<file path="config.mk">
export PLATFORM = sky130hd
export DESIGN_NAME = uart_tx_frame_gen
export DESIGN_NICKNAME = d
export VERILOG_FILES = /design/src/rtl/uart_tx_frame_gen.sv
export SDC_FILE = /design/constraint.sdc
export NUM_CORES = 1
export LEC_CHECK = 0
export ABC_AREA = 1
export CORE_UTILIZATION = 30
export CTS_CLUSTER_SIZE = 28
export DETAILED_ROUTE_END_ITERATION = 7
export PLACE_DENSITY = 0.53
export SYNTH_ARGS = -nofsm -noshare
export SYNTH_HDL_FRONTEND = slang
export SYNTH_SLANG_ARGS = --single-unit
</file>
<file path="constraint.sdc">
create_clock -name CLK -period 1.9 [get_ports CLK]
set_input_delay 0.285 -clock CLK [delete_from_list [all_inputs] [get_ports CLK]]
set_output_delay 0.285 -clock CLK [all_outputs]
set_load 0.02 [all_outputs]
</file>
<file path="src/rtl/uart_tx_frame_gen.sv">
// UART transmit frame generator: start bit, LSB-first data, optional parity,
// one or two stop bits, one serial bit per clock.
module uart_tx_frame_gen #(
    parameter int DATA_WIDTH = 8
) (
    input  logic                  CLK,
    input  logic                  RST,
    input  logic [DATA_WIDTH-1:0] P_DATA,
    input  logic                  DATA_VALID,
    input  logic                  PAR_EN,
    input  logic [1:0]            PAR_TYP,
    input  logic                  STOP2,
    output logic                  TX_OUT,
    output logic                  BUSY,
    output logic                  par_bit,
    output logic                  FRAME_DONE
);

    localparam int            CW       = $clog2(DATA_WIDTH);
    localparam logic [CW-1:0] LAST_BIT = CW'(DATA_WIDTH - 1);

    typedef enum logic [2:0] {
        S_IDLE,
        S_START,
        S_DATA,
        S_PARITY,
        S_STOP1,
        S_STOP2
    } state_t;

    state_t                state_q;
    logic [CW-1:0]         bit_cnt_q;
    logic [DATA_WIDTH-1:0] data_q;
    logic                  par_en_q;
    logic                  stop2_q;
    logic                  par_bit_q;
    logic                  tx_q;
    logic                  busy_q;
    logic                  done_q;
    logic                  par_bit_d;

    always_comb begin
        par_bit_d = 1'b0;
        case (PAR_TYP)
            2'b00:   par_bit_d = ^P_DATA;
            2'b01:   par_bit_d = ~^P_DATA;
            2'b10:   par_bit_d = 1'b1;
            default: par_bit_d = 1'b0;
        endcase
    end

    // Outputs are registered against the state being entered, so TX_OUT
    // shows the start bit in the first cycle after the acceptance edge.
    always_ff @(posedge CLK) begin
        if (RST) begin
            state_q   <= S_IDLE;
            bit_cnt_q <= '0;
            data_q    <= '0;
            par_en_q  <= 1'b0;
            stop2_q   <= 1'b0;
            par_bit_q <= 1'b0;
            tx_q      <= 1'b1;
            busy_q    <= 1'b0;
            done_q    <= 1'b0;
        end else begin
            done_q <= 1'b0;
            case (state_q)
                S_IDLE: begin
                    tx_q   <= 1'b1;
                    busy_q <= 1'b0;
                    if (DATA_VALID) begin
                        state_q   <= S_START;
                        data_q    <= P_DATA;
                        par_en_q  <= PAR_EN;
                        stop2_q   <= STOP2;
                        par_bit_q <= par_bit_d;
                        tx_q      <= 1'b0;
                        busy_q    <= 1'b1;
                    end
                end
                S_START: begin
                    state_q   <= S_DATA;
                    bit_cnt_q <= '0;
                    tx_q      <= data_q[0];
                    data_q    <= data_q >> 1;
                end
                S_DATA: begin
                    if (bit_cnt_q == LAST_BIT) begin
                        if (par_en_q) begin
                            state_q <= S_PARITY;
                            tx_q    <= par_bit_q;
                        end else begin
                            state_q <= S_STOP1;
                            tx_q    <= 1'b1;
                            done_q  <= ~stop2_q;
                        end
                    end else begin
                        bit_cnt_q <= bit_cnt_q + CW'(1);
                        tx_q      <= data_q[0];
                        data_q    <= data_q >> 1;
                    end
                end
                S_PARITY: begin
                    state_q <= S_STOP1;
                    tx_q    <= 1'b1;
                    done_q  <= ~stop2_q;
                end
                S_STOP1: begin
                    tx_q <= 1'b1;
                    if (stop2_q) begin
                        state_q <= S_STOP2;
                        done_q  <= 1'b1;
                    end else begin
                        state_q <= S_IDLE;
                        busy_q  <= 1'b0;
                    end
                end
                S_STOP2: begin
                    state_q <= S_IDLE;
                    tx_q    <= 1'b1;
                    busy_q  <= 1'b0;
                end
                default: begin
                    state_q <= S_IDLE;
                    tx_q    <= 1'b1;
                    busy_q  <= 1'b0;
                end
            endcase
        end
    end

    assign TX_OUT     = tx_q;
    assign BUSY       = busy_q;
    assign par_bit    = par_bit_q;
    assign FRAME_DONE = done_q;

endmodule
</file>
==> parameters.txt, run 1 <==
Parameter                              Value

Setup path
  CP cell instances ... inv_2 -> nand2_4 -> nor2_2 -> nand2_2 -> nand2_2 -> nor2_4 -> o21ai_1 -> a31oi_1
  Crit path capture type ... flop
  Setup CP Type ... flop to flop
  Kind of start point of the critical path ... flop
  Highest cell delay on the worst timing path ... 0.42 ns
  CP Max Fanout ... 15
  Most common cell on crit path ... nand2_2
  Cell with the biggest individual delay on the critical path ... dfxtp_1
  Data arrival time of the critical path ... 1.70 ns
  Required time worst endpoint ... 2.08 ns

Timing
  Number of pins exceeding their max-slew limit in the final report ... 0
  Setup violation total in the final timing report ... 0
  Final Cycle Share ... 0.800
  Max-slew headroom ... 0.735
  Number of hold-slack violations in the final timing report ... 0
  Unrepaired setup endpoints after global routing ... no
  Final period demand of the worst path ... 1.52 ns
  Clock skew after layout ... 0.00101 ns
  TNS Setup ... 0 ns
  Worst-Margin Slew ... 0.397 ns
  Achievable frequency ... 0.658 GHz

Layout
  Antenna diodes ... 0
  Share of final-layout standard cells stronger than drive strength 1 ... 0.112
  Net count reported at finish ... 208
  Share of the core filled with cells in the final layout ... 0.407
  Post-Layout Inst Area ... 1410 µm²
  Final standard cell count with taps included and fillers excluded ... 234
  Layout overhead on the synthesized area ... 24.5%

Clock tree
  Post-CTS Resized ... 0
  Maximum clock insertion buffer count ... 2
  Clock net sink count ... 20
  Clock latency reported for the late side of the worst-skew pair ... 0.26 ns
  Clock transition at path regs ... 0.07 ns
  Clock tree from TritonCTS ... built
  Post-CTS Hold Fix Bufs ... 0
  Number of buffers created by CTS ... 3
  Number of levels in the clock H-tree ... 1
  CTS root buf ... clkbuf_8
  Post-CTS Repair Setup Buffers ... 0

Yosys
  Sequential cell area fraction in the yosys report ... 0.354
  Cell area after technology mapping ... 1130 µm²
  Cells after Synth ... 167
  Syn avg cell area ... 6.78 µm²
  Number of flip-flops and latches in the synthesized netlist ... 20
  Number of unique standard cell types used by synthesis ... 27
  Net count after synthesis ... 185
  Syn. warnings ... 0

Die
  Horizontal die dimension ... 63.4 µm
  Number of standard-cell rows in the floorplan ... 21
  Core region area ... 3470 µm²
  Number of primary I/O pins ... 19
  Overall die area ... 4020 µm²
  Floorplan die height ... 63.4 µm
  Initial standard-cell utilization of the core ... 0.326

Placed design
  Post-place instance area ... 1370 µm²
  Final estimated routing congestion in global placement ... 0.794
  Cell count after placement ... 231
  Number of port buffers ... 18
  Half-perimeter wire length after placement ... 2020 µm

Detailed routing
  Vias after detailed routing ... 1126
  Remaining antenna violation count ... 0
  Average routed wire per standard cell ... 10.9 µm
  Drt initial violations ... 35
  Count of TritonRoute iterations in the first routing pass ... 4
  DRC violations left ... 0
  Total Routed Length ... 2560 µm
  Detail-routed via count per cell ... 4.81

Pwr
  VDD IR-drop max ... 0.000308 V
  Leakage power ... 0.652 nW
  P per Cell Area ... 1330 nW/µm²
  Total power consumption of the routed design ... 0.00188 W

GRT
  Global Route Usage Sum ... 0.138
  Pin count of the biggest net entering global routing ... 16
  Via count of the first global-routing pass ... 1073
  Number of antenna violations at the first check in global routing ... 0
  Global route overflow ... 0
  First-pass GRT wire length ... 4350 µm

Flow run
  Maximum Capacitance Violations ... 0

Run status
  Outcome ... completed

Hold path
  Worst hold-check path type ... flop to flop
critical path, delay by kind of cell, from the launching register on:
family | cells | cell delay [ns]
simple gates | 5 | 0.66
flops | 1 | 0.42
compound gates | 2 | 0.25
buf+inv | 1 | 0.10
state kept, by name (all words and copies together), names as in the netlist:
register	flops
par_bit	1
data_q	8
BUSY	1
par_en_q	1
bit_cnt_q	3
stop2_q	1
TX_OUT	1
FRAME_DONE	1
state_q	3
metal layers:
layer	global-route usage	wire [µm]	up-vias	share of wire
met2	0.245	1190	24	0.46
li1	-	-	593	-
met1	0.158	1240	504	0.49
met4	0.0597	50	0	0.020
met5	0	0	-	0
met3	0.0272	80	5	0.031
synthesized netlist by cell type, drive strengths merged:
cell type | count | area (µm²)
a311oi | 1 | 8.76
a21oi | 10 | 53.8
inv | 21 | 78.8
o21ai | 16 | 80.1
nor2 | 15 | 68.8
a31oi | 7 | 43.8
o211a | 1 | 10.0
nand4 | 2 | 12.5
dfxtp | 20 | 400
xnor2 | 1 | 8.76
buf | 2 | 16.3
nand3 | 11 | 55.1
nand2 | 51 | 206
or2 | 1 | 8.76
nor3 | 3 | 26.3
ha | 3 | 37.5
a41oi | 1 | 8.76
o31ai | 1 | 7.51
cells by family after synthesis:
family | synth area share
buf+inv | 0.0840
xor+xnor | 0.00774
compound gates | 0.188
simple gates | 0.334
flops | 0.354
fa+ha+maj | 0.0332
area by class of cell:
cell class                      count  area, µm²
Clock buffer                        3       41.3
Fill cell                         382       2060
Inverter                           21       78.8
Multi-Input combinational cell    124        637
Sequential cell                    20        400
Tap cell                           46       57.6
Timing Repair Buffer               20        195
stage by stage:
stage / worst slack, ns / hold WS (ns)
detailed placement: 0.231 / 0.465
global placement: 0.263 / 0.462
CTS: 0.372 / 0.473
global route: 0.243 / 0.494
floorplan: 0.512 / 0.354
finish: 0.380 / 0.465
cell usage in the layout (no fill, tap or decap), drive strengths merged:
cell type and instances:
o21ai 16, nand3 11, dfxtp 20, nor3 3, a31oi 7, o211a 1
nand4 2, clkdlybuf4s50 18, inv 21, ha 3, a21oi 10, a41oi 1
xnor2 1, buf 2, a311oi 1, nor2 15, o31ai 1, clkbuf 3
nand2 51, or2 1
report_power, final:
part	internal (W)	total (W)	switching, W	leakage (nW)
combinational	0.000343	0.000919	0.000575	0.465
sequential	0.000581	0.000688	0.000107	0.165
clock	0.000141	0.000276	0.000134	0.0216
worst paths after layout:
check	depth (start not counted)	endpoint	from	slack (ns)
setup reg to reg	8	data_q[1]	state_q[1]	0.38
hold / removal	2	BUSY	BUSY	0.47
setup / recovery	8	data_q[1]	state_q[1]	0.38
hold reg to reg	2	BUSY	BUSY	0.47
Power figures use the tool's default switching activity.
==> run 2: changes to the inputs <==
PLACE_DENSITY = 0.55   (was 0.53)
clock period = 1.3 ns   (was 1.9 ns; I/O delays follow)
==> run 2 against run 1 <==
The run now ends with negative setup slack left. Flip-flop and latch count did not move. Highest routed layer unchanged. Worst setup slack got worse by 0.40 ns. Clock skew rose by 0.0025 ns. Die area did not move. Count of clock-buffer cells in the layout rose by 1. Critical path type unchanged. Wire length rose by 3.0%. Sequential power rose by 54%. Non-clock buffer count rose by 20. Critical path depth fell by 1.
==> parameters.txt, run 2 (same netlist as run 1, synthesis figures left out) <==
Parameter                              Value

Run status
  Outcome ... finished with violations
  Failing checks ... negative setup slack

Detailed routing
  Count of TritonRoute iterations in the first routing pass ... 4 (unchanged)
  Drt initial violations ... 31 (-11%)
  DRC violations left ... 0 (unchanged)
  Detail-routed via count per cell ... 4.70 (-2.3%)
  Average routed wire per standard cell ... 10.3 µm (-5.5%)
  Vias after detailed routing ... 1199 (+6.5%)
  Total Routed Length ... 2640 µm (+3.0%)
  Remaining antenna violation count ... 0 (unchanged)

Layout
  Share of the core filled with cells in the final layout ... 0.499 (+0.0927)
  Share of final-layout standard cells stronger than drive strength 1 ... 0.306 (+0.195)
  Top register by number of flip-flops ... data_q
  Layout overhead on the synthesized area ... 52.9%
  Largest register FFs ... 8 (unchanged)
  Net count reported at finish ... 228 (+9.6%)
  Regs by FF count ... data_q (8), bit_cnt_q (3), state_q (3)
  Top library cells by usage in the layout, fill and taps aside ... 46 x nand2_1, 20 x buf_4, 15 x dfxtp_1
  Antenna diodes ... 0 (unchanged)
  Commonest non-fill, non-tap cell in the layout ... nand2_1

Clock tree
  Post-CTS Hold Fix Bufs ... 0 (unchanged)
  Clock tree from TritonCTS ... built
  Number of levels in the clock H-tree ... 1 (unchanged)
  Maximum clock insertion buffer count ... 2 (unchanged)
  Clock latency reported for the late side of the worst-skew pair ... 0.25 ns (about the same)
  Number of buffers created by CTS ... 3 (unchanged)
  Clock transition at path regs ... 0.07 ns (about the same)
  CTS root buf ... clkbuf_8
  Clock net sink count ... 20 (unchanged)

GRT
  Via count of the first global-routing pass ... 1054 (-1.8%)
  Pin count of the biggest net entering global routing ... 16 (unchanged)
  Number of antenna violations at the first check in global routing ... 0 (unchanged)
  First-pass GRT wire length ... 4500 µm (+3.3%)
  Global route overflow ... 0 (unchanged)
  Global Route Usage Sum ... 0.138 (+0.000706)

Timing
  Max-slew headroom ... 0.818 (+0.0833)
  Minimum hold slack ... 0.301 ns (-0.164 ns)
  Final period demand of the worst path ... 1.32 ns (-0.203 ns)
  Number of pins exceeding their max-slew limit in the final report ... 0 (unchanged)
  Clock skew after layout ... 0.00355 ns (+0.00254 ns)
  Worst path setup slack after routing ... -0.0177 ns (-0.397 ns)
  Worst-Margin Slew ... 0.272 ns (-0.125 ns)
  Setup violation total in the final timing report ... 4 (+4)
  Unrepaired setup endpoints after global routing ... yes
  Number of hold-slack violations in the final timing report ... 0 (unchanged)
  Achievable frequency ... 0.759 GHz (+15%)
  Final Cycle Share ... 1.01 (+0.213)

Pwr
  Leakage power ... 0.843 nW (+29%)
  VDD IR-drop max ... 0.000572 V (+85%)
  P per Cell Area ... 1910 nW/µm² (+43%)

Flow run
  Maximum Capacitance Violations ... 0 (unchanged)

Setup path
  Startpoint of the most critical setup path ... state_q[2]
  Slack of the worst reg-to-reg path ... -0.02 ns (-0.40 ns)
  Kind of start point of the critical path ... flop
  CP Max Fanout ... 6 (-9)
  Setup CP Type ... flop to flop
  Required time worst endpoint ... 1.45 ns (-0.63 ns)
  Worst Reg2Reg Path Length in Cells ... 7 (-1)
  Data arrival time of the critical path ... 1.47 ns (-0.23 ns)
  Startpoint of the worst register-to-register path ... state_q[2]
  Crit path capture type ... flop

Hold path
  Worst hold path startpoint ... P_DATA[6]
  Hold Path Depth ... 3 (+1)
  Worst hold-check path type ... input port to flop

Die
  Number of primary I/O pins ... 19 (unchanged)
  Initial standard-cell utilization of the core ... 0.326 (unchanged)
  Floorplan die height ... 63.4 µm (unchanged)
  Core region area ... 3470 µm² (unchanged)
  Horizontal die dimension ... 63.4 µm (unchanged)
  Overall die area ... 4020 µm² (unchanged)
  Number of standard-cell rows in the floorplan ... 21 (unchanged)

Placed design
  Final estimated routing congestion in global placement ... 0.827 (+4.1%)
  Number of port buffers ... 18 (unchanged)
  Half-perimeter wire length after placement ... 2000 µm (-1.2%)
run 2: cell count changes in the layout (fill, tap and decap cells not counted), moves of 5 or more:
cell	previous run	this run
o21ai_1	12	6
buf_4	2	20
o21ai_2	0	6
dlymetal6s2s_1	0	6
dfxtp_1	20	15
clkdlybuf4s50_1	18	8
run 2: worst max-delay path, stage by stage (launching register included):
cell and delay [ns]:
dfxtp_4 0.37, nor3_4 0.19, inv_2 0.08, or2_4 0.27, nand2_4 0.10, inv_4 0.04
a21oi_2 0.10, nor2_1 0.05
run 2: worst paths after layout:
check,endpoint
max reg2reg,bit_cnt_q[1]
min reg2reg,BUSY
max,bit_cnt_q[1]
min,data_q[6]
run 2: area by class of cell:
class / count / area, µm²
multi-input combinational: 124 / 743
clock buffer: 4 / 55.1
inverter: 21 / 83.8
sequential: 20 / 412
tap: 46 / 57.6
timing repair buffer: 40 / 380
fill: 347 / 1740
run 2: routing by layer:
| metal | GRT usage | part of all wire | vias up |
|---|---|---|---|
| met2 | 0.226 | 0.46 | 14 |
| met5 | 0 | 0 | - |
| met3 | 0.0181 | 0.020 | 2 |
| met4 | 0.0511 | 0.0087 | 0 |
| li1 | - | - | 642 |
| met1 | 0.184 | 0.51 | 541 |
run 2: power breakdown:
part	internal [W]	total (W)	switching (W)	leakage [nW]
clock	0.000269	0.000471	0.000201	0.0288
sequential	0.000865	0.00106	0.000191	0.168
combinational	0.000780	0.00178	0.00100	0.647
run 2: timing repair:
| action | CTS | global route |
|---|---|---|
| pin swaps | 5 | 0 |
| gates resized for setup | 19 | 19 |
| cloned | 0 | 0 |
| setup buffers | 3 | 0 |
| setup endpoints to repair | 16 | 18 |
run 2: stage by stage:
stage	setup TNS [ns]	power, W	setup WS [ns]	instance area [µm²]	instances
6_report	-0.0275	0.00331	-0.0177	1730	255
5_1_grt	-0.494	0.00356	-0.0813	1730	255
4_1_cts	0	0.00318	0.0000910	1670	255
3_5_place_dp	-1.45	0.00261	-0.229	1530	248
3_3_place_gp	-1.17	0.00258	-0.201	1530	248
2_1_floorplan	-0.294	0.00206	-0.0730	1140	167
==> run 3: changes to the inputs <==
CAP_MARGIN = 20   (was not set)
==> results of run 3 <==
No change in the layout: final DEF, timing and power equal those of run 2.
